--- src/rtl/bf_io_port.sv ---
// Byte I/O peripheral for the brainfuck CPU: CPU writes feed a TX FIFO, CPU reads drain an RX FIFO.
// The CPU is stalled by withholding io_ack. io_ack rises at the edge that performs the push or pop.
module bf_io_port #(
  parameter int tx_depth_log2 = 3,
  parameter int rx_depth_log2 = 3
) (
  input  logic                     clk,
  input  logic                     rst_n,
  input  logic                     io_req,
  input  logic                     io_dir,
  input  logic [7:0]               io_wdata,
  output logic                     io_ack,
  output logic [7:0]               io_rdata,
  output logic                     tx_valid,
  output logic [7:0]               tx_data,
  input  logic                     tx_ready,
  input  logic                     rx_valid,
  input  logic [7:0]               rx_data,
  output logic                     rx_ready,
  output logic [tx_depth_log2:0]   tx_count,
  output logic [rx_depth_log2:0]   rx_count
);

  localparam int TxDepth = 1 << tx_depth_log2;
  localparam int RxDepth = 1 << rx_depth_log2;
  localparam logic [tx_depth_log2-1:0] TxPtrOne = (tx_depth_log2)'(1);
  localparam logic [rx_depth_log2-1:0] RxPtrOne = (rx_depth_log2)'(1);
  localparam logic [tx_depth_log2:0]   TxCntOne = (tx_depth_log2 + 1)'(1);
  localparam logic [rx_depth_log2:0]   RxCntOne = (rx_depth_log2 + 1)'(1);

  typedef enum logic [1:0] {S_IDLE, S_W_WAIT, S_R_WAIT, S_ACK} state_e;

  state_e state_q;
  logic   ack_q;
  logic [7:0] rdata_q;

  logic [7:0]               tx_mem [TxDepth];
  logic [tx_depth_log2-1:0] tx_wr_q, tx_wr_d, tx_rd_q, tx_rd_d;
  logic [tx_depth_log2:0]   tx_cnt_q, tx_cnt_d;

  logic [7:0]               rx_mem [RxDepth];
  logic [rx_depth_log2-1:0] rx_wr_q, rx_wr_d, rx_rd_q, rx_rd_d;
  logic [rx_depth_log2:0]   rx_cnt_q, rx_cnt_d;

  logic tx_full, tx_empty, rx_full, rx_empty;
  logic cpu_push, cpu_pop, sink_pop, src_push;

  // Occupancy never exceeds depth, so the count MSB alone means full.
  assign tx_full  = tx_cnt_q[tx_depth_log2];
  assign tx_empty = (tx_cnt_q == '0);
  assign rx_full  = rx_cnt_q[rx_depth_log2];
  assign rx_empty = (rx_cnt_q == '0);

  assign cpu_push = io_req && !tx_full &&
                    ((state_q == S_IDLE && io_dir) || state_q == S_W_WAIT);
  assign cpu_pop  = io_req && !rx_empty &&
                    ((state_q == S_IDLE && !io_dir) || state_q == S_R_WAIT);
  assign sink_pop = !tx_empty && tx_ready;
  assign src_push = !rx_full && rx_valid;

  assign tx_valid = !tx_empty;
  assign tx_data  = tx_mem[tx_rd_q];
  assign rx_ready = !rx_full;
  assign tx_count = tx_cnt_q;
  assign rx_count = rx_cnt_q;
  assign io_ack   = ack_q;
  assign io_rdata = rdata_q;

  always_comb begin
    tx_wr_d  = cpu_push ? tx_wr_q + TxPtrOne : tx_wr_q;
    tx_rd_d  = sink_pop ? tx_rd_q + TxPtrOne : tx_rd_q;
    tx_cnt_d = tx_cnt_q;
    case ({cpu_push, sink_pop})
      2'b10:   tx_cnt_d = tx_cnt_q + TxCntOne;
      2'b01:   tx_cnt_d = tx_cnt_q - TxCntOne;
      default: tx_cnt_d = tx_cnt_q;
    endcase
  end

  always_comb begin
    rx_wr_d  = src_push ? rx_wr_q + RxPtrOne : rx_wr_q;
    rx_rd_d  = cpu_pop  ? rx_rd_q + RxPtrOne : rx_rd_q;
    rx_cnt_d = rx_cnt_q;
    case ({src_push, cpu_pop})
      2'b10:   rx_cnt_d = rx_cnt_q + RxCntOne;
      2'b01:   rx_cnt_d = rx_cnt_q - RxCntOne;
      default: rx_cnt_d = rx_cnt_q;
    endcase
  end

  always_ff @(posedge clk or negedge rst_n) begin
    if (!rst_n) begin
      tx_wr_q  <= '0;
      tx_rd_q  <= '0;
      tx_cnt_q <= '0;
      rx_wr_q  <= '0;
      rx_rd_q  <= '0;
      rx_cnt_q <= '0;
    end else begin
      tx_wr_q  <= tx_wr_d;
      tx_rd_q  <= tx_rd_d;
      tx_cnt_q <= tx_cnt_d;
      rx_wr_q  <= rx_wr_d;
      rx_rd_q  <= rx_rd_d;
      rx_cnt_q <= rx_cnt_d;
    end
  end

  always_ff @(posedge clk) begin
    if (cpu_push) tx_mem[tx_wr_q] <= io_wdata;
    if (src_push) rx_mem[rx_wr_q] <= rx_data;
  end

  // A completed push/pop overrides the wait-state choice made in IDLE.
  always_ff @(posedge clk or negedge rst_n) begin
    if (!rst_n) begin
      state_q <= S_IDLE;
      ack_q   <= 1'b0;
      rdata_q <= 8'h00;
    end else begin
      case (state_q)
        S_IDLE: if (io_req) state_q <= io_dir ? S_W_WAIT : S_R_WAIT;
        S_ACK: begin
          if (!io_req) begin
            ack_q   <= 1'b0;
            state_q <= S_IDLE;
          end
        end
        default: ;
      endcase
      if (cpu_push || cpu_pop) begin
        ack_q   <= 1'b1;
        state_q <= S_ACK;
      end
      if (cpu_pop) rdata_q <= rx_mem[rx_rd_q];
    end
  end

endmodule

--- config.mk ---
export PLATFORM = sky130hd
export DESIGN_NAME = bf_io_port
export DESIGN_NICKNAME = d
export VERILOG_FILES = /design/src/rtl/bf_io_port.sv
export SDC_FILE = /design/constraint.sdc
export NUM_CORES = 1
export LEC_CHECK = 0
export ABC_AREA = 1
export CAP_MARGIN = 15
export CORE_ASPECT_RATIO = 1.5
export CORE_UTILIZATION = 52
export DETAILED_ROUTE_END_ITERATION = 8
export GPL_TIMING_DRIVEN = 0
export PLACE_DENSITY_LB_ADDON = 0.3
export RECOVER_POWER = 100
export SETUP_SLACK_MARGIN = 0.02
export SLEW_MARGIN = 20
export SYNTH_ARGS = -nofsm -noshare
export SYNTH_HDL_FRONTEND = slang
export SYNTH_SLANG_ARGS = --single-unit
--- constraint.sdc ---
create_clock -name clk -period 1.9 [get_ports clk]
set_input_delay 0.19 -clock clk [delete_from_list [all_inputs] [get_ports clk]]
set_output_delay 0.19 -clock clk [all_outputs]
set_load 0.01 [all_outputs]
After elaboration in Yosys (flattened, before gate mapping)
Memories as Yosys holds them, arrays and structs flattened. A register that Yosys moved wholly into a read port is not among the register bits. Index checks and enable logic that the tools add are counted.

Equality and inequality tests: 10. Mux-type cells: 14. Add/sub/neg operators: 8. Reductions and logical operators: 26.

Operators with widths (count): case mux 4 bit (2 select lines) (2); adder 3 x 1 -> 3 bit, second input constant (4); adder 4 x 1 -> 4 bit, second input constant (2); == test 2 bit, second input constant (4); logical AND 1 bit (8); zero test 4 bit (2); 2-to-1 mux 2 bit (4); subtractor 4 x 1 -> 4 bit, second input constant (2); 2-to-1 mux 1 bit (7); == test 2 x 1 -> 1 bit, second input constant (3); zero test 1 bit (6); nonzero test 2 bit (3); case mux 2 bit (2 select lines) (1); logical OR 1 bit (3); != test 3 x 2 -> 1 bit, second input constant (1); != test 3 bit, second input constant (1); AND reduction 3 bit (1); nonzero test 3 bit (1); zero test 2 bit (1); != test 2 x 1 -> 1 bit, second input constant (1); AND reduction 2 bit (1).

Memory bits (writable): 128. Logic and storage cells: 68. Input port bits: 22. Memories kept: 2. Output and inout bits: 27. Bits in registers: 23.

Memory list: rx_mem (words 8, width 8, rd ports 1, clocked after memory_dff 1, write ports 1, RTL line 41) `logic [7:0] rx_mem [RxDepth];`; tx_mem (words 8, width 8, rd ports 1, clocked after memory_dff 0, write ports 1, RTL line 37) `logic [7:0] tx_mem [TxDepth];`.

Logic depth before layout (Yosys ltp)
Depth in word-level cells: 7. Gate-level depth with buffers: 15.

Least setup slack after synthesis
Ideal clock, no wire load.

Path type: register to register. From: reg tx_cnt_q[0], in the netlist tx_count[0]. To: reg tx_cnt_q[2], in the netlist tx_count[2]. Slack: -0.023 ns. Arrival time: 1.795 ns. Setup time: 0.127 ns. Cell stages (with the launch flop): 11. Path buffers: 0. Cells stage by stage: dfrtp_1 -> nor2_1 -> nand3_1 -> nand2_1 -> inv_1 -> ha_1 -> xor2_1 -> ha_1 -> a21oi_1 -> xor2_1 -> o21ai_0.

Cells in the longest elaborated chain, start to end: 5.

Ends and longest elaborated chain: start: declaration (RTL line 39) `logic [tx_depth_log2:0] tx_cnt_q, tx_cnt_d;`; start signal: assignment (RTL line 102) `tx_cnt_q <= tx_cnt_d;`; zero test 4 bit * (RTL line 50) `assign tx_empty = (tx_cnt_q == '0);`; zero test 1 bit *; named net tx_valid (RTL line 14) `output logic tx_valid,`; logical AND 1 bit * (RTL line 58) `assign sink_pop = !tx_empty && tx_ready;`; named net sink_pop (RTL line 46) `logic cpu_push, cpu_pop, sink_pop, src_push;`; == test 2 x 1 -> 1 bit or == test 2 bit (tied branches) (RTL line 73) `case ({cpu_push, sink_pop})`; case mux 4 bit (2 select lines) or nonzero test 2 bit (tied branches).

Mark *: on every way through the listed nets, which the timed path passes. The rest lies on a longest branch. A chain may end at the register's enable or synchronous reset.

Final worst setup path
From: reg state_q[0]. To: reg rx_cnt_q[2], in the netlist rx_count[2].

Cells in the longest elaborated chain, start to end: 6.

Ends and longest elaborated chain: start: declaration (RTL line 33) `state_e state_q;`; start signal: assignment (RTL line 122) `S_IDLE: if (io_req) state_q <= io_dir ? S_W_WAIT : S_R_WAIT;`; zero test 2 bit (RTL line 57) `((state_q == S_IDLE && !io_dir) || state_q == S_R_WAIT);`; logical AND 1 bit (RTL line 57); logical OR 1 bit * (RTL line 57); logical AND 1 bit * (RTL line 56) `assign cpu_pop = io_req && !rx_empty &&`; named net cpu_pop (RTL line 46); == test 2 x 1 -> 1 bit or == test 2 bit (tied branches) (RTL line 84) `case ({src_push, cpu_pop})`; case mux 4 bit (2 select lines) or nonzero test 2 bit (tied branches); end signal: assignment (RTL line 105) `rx_cnt_q <= rx_cnt_d;`; end: declaration (RTL line 43) `logic [rx_depth_log2:0] rx_cnt_q, rx_cnt_d;`.

Marks and branches as above.

==> qor.yml <==
clock_tree:
  cts_sinks: 159
  ctsRootBufferMaster: "clkbuf_16"
  clock_latency_ns: 0.42
  numCtsBuffers: 17
  htreeDepth: 4
  cts_tree: "built"
  cts_buffer_depth: 2
  clk_pin_slew_ns: 0.07
floorplanning:
  die_w_um: 94.09
  core_um2: 12450
  die-height_um: 140.1
  ios: 49
  initial_utilization_pct: 53.14
  dieArea_um2: 13190
  fp-row-count: 50
routing:
  drtIter0Drc: 218
  via_per_inst: 5.449
  drc: 0
  wl_per_cell_um: 18.61
  drtPass1Iterations: 4
  num_vias: 4523
  routed_wl_um: 15450
  postRouteAntennaNets: 0
sta:
  fin_skew_ns: 0.01352
  setup_viol: 7
  finalHoldViolations: 0
  relSlewSlack_pct: 54.12
  worst_slew_pin_slew_ns: 0.6882
  maxSlewViolCount: 0
  setup_ws_ns: -0.07614
  fmax_mhz: 506.0
  fin_crit_sh_pct: 104.0
  hold_ws_ns: 0.2282
  final.min_clock_period_ns: 1.976
  rsz0062_at_grt: "yes"
  tns_ns: -0.2299
grt:
  grt_max_degree: 25
  overflow: 0
  grt_pass1_wl_um: 23450
  antenna_found_initial: 0
  grt_pass1_vias: 4789
  grtUsageTotal_pct: 24.57
synth:
  syn-num-nets: 595
  syn_inst: 564
  ys_types: 31
  synthTopCellsByArea: "edfxtp_1, dfrtp_1, nor2_1"
  synth_top_area_cell: "edfxtp_1"
  ys_warn_count: 0
  synthesis.area_um2: 6615
  synth_flop_cell: "edfxtp_1"
  synth_seq_area_share_pct: 69.83
  synthArstFlopShare_pct: 19.50
  synth_seq_cells: 159
  synth-edff-count: 128
  synth_top_area_share_pct: 58.10
  syn_avg_cell_area_um2: 11.73
critical_path:
  critPathLaunchType: "flip-flop"
  cp-end-kind: "flip-flop"
  arrival_ns: 2.29
  worstPathRequired_ns: 2.21
  crit_chain: "inv_2 > nand2_4 > nor2_4 > nand2_4 > inv_4 > buf_12 > ha_4 > xor2_4 > ha_4 > inv_2 > nand2_1 > nand2_1 > nand3_2 > nand2_1"
  cp_max_fo: 4
  cp_common_cell: "nand2_1"
  cpMaxStageDelayCell: "dfrtp_1"
  critPathKind: "flip-flop to flip-flop"
  slowest_delay_ns: 0.41
cells_and_area:
  utilization_pct: 68.34
  areaGrowthSynthToFinish_pct: 28.62
  fin_nets: 692
  final_cells: 830
  antenna-diode-count: 0
  layout_commonest_cell: "edfxtp_1"
  final_cell_mix: "edfxtp_1, nor2_1, nand2_1, o21ai_0, o21ai_1"
  drive_gt1_share_pct: 24.04
placed_design:
  place_hpwl_um: 10050
  gp_congestion: 0.8086
  dp.cells: 769
  port_buffers: 48
status:
  status: "finished with violations"
  violations: "negative setup slack"
power:
  total_power_w: 0.01388
  leakagePower_nw: 3.150
  p_per_area_nw_per_um2: 1631
  peakVddDrop_v: 0.0009519
min_path:
  hold_class: "input pin to async pin"
job:
  maxCapViolations: 0
==> worst paths after layout <==
kind	start	endpoint	slack, ns	depth (start not counted)
worst max register to register	state_q[0]$_DFFE_PN0P_	rx_count[2]$_DFFE_PN0P_	-0.08	14
max in group asynchronous	rst_n	tx_rd_q[0]$_DFFE_PN0P_	0.60	3
worst max-delay path	state_q[0]$_DFFE_PN0P_	rx_count[2]$_DFFE_PN0P_	-0.08	14
worst min-delay path	rst_n	io_rdata[6]$_DFFE_PN0P_	0.23	2
min in group clk	io_dir	state_q[0]$_DFFE_PN0P_	0.47	3
worst min register to register	io_rdata[4]$_DFFE_PN0P_	io_rdata[4]$_DFFE_PN0P_	0.48	2
==> report_power, final <==
group	internal, W	switching, W
Clock	0.00184	0.00144
Sequential	0.00439	0.000472
Combinational	0.00237	0.00336
Total	0.00860	0.00528
==> cell usage after synthesis (2+ instances only) <==
master	instances
dfrtp_1	31
ha_1	9
buf_2	17
xnor2_1	2
nor2_1	108
o21ai_1	25
nand4_1	4
o211ai_1	16
a31oi_1	8
clkinv_1	2
nand2_1	92
inv_1	18
xor2_1	12
o21ai_0	46
edfxtp_1	128
or2_2	2
inv_2	3
a21oi_1	11
nand3_1	16
nand2_4	2
buf_4	2
==> state kept, by name (all words and copies together), names as in the netlist <==
signal / flops
io_ack: 1
io_rdata: 8
rx_count: 4
rx_mem: 64
rx_rd_q: 3
rx_wr_q: 3
state_q: 2
tx_count: 4
tx_mem: 64
tx_rd_q: 3
tx_wr_q: 3
==> final cells by class <==
class,count,area [um^2]
sequential,159,4628
tap,156,195.2
clock buffer,17,425.4
multi-input combinational,361,2133
fill,839,3941
clock inverter,15,148.9
timing repair buffer,78,711.9
buffer,20,158.9
inverter,24,106.4
==> stage by stage <==
step	worst slack (ns)	area, um^2
floorplan	-0.002091	6625
global placement	-0.4323	7301
detailed placement	-0.5335	7316
CTS	-0.1736	8153
global route	-0.1758	8508
finish	-0.07614	8508
==> metal layers <==
layer / track usage [%] / up-vias / share of wire (%)
li1: - / 2166 / -
met5: 0 / - / 0
met4: 12.15 / 0 / 3.4
met2: 46.64 / 126 / 58
met1: 24.02 / 2194 / 36
met3: 5.863 / 37 / 3.0
==> kinds of logic after synthesis <==
| logic type | Yosys count | synth area share (%) |
|---|---|---|
| AND/OR/NAND/NOR | 232 | 14.77 |
| flip-flops | 159 | 69.83 |
| AO/OA/AOI/OAI | 106 | 8.776 |
| buffers and inverters | 44 | 3.064 |
| XOR/XNOR | 14 | 1.854 |
| adder cells (fa/ha/maj) | 9 | 1.702 |
==> repair_timing <==
action | CTS | global route
hold buffers | 1 | 0
buffers inserted | 13 | 13
cloned | 0 | 2
resized for setup | 96 | 51
pin swaps | 6 | 22
endpoints found under the hold margin | 31 | 0
setup endpoints to repair | 135 | 119
==> critical path, delay by kind of cell, from the launching register on <==
kind	cells	cell delay [ns]
buf+inv	4	0.29
flops	1	0.41
simple gates	7	0.57
xor+xnor	1	0.21
fa+ha+maj	2	0.37
Note: power is estimated with default switching activity, not from simulation.
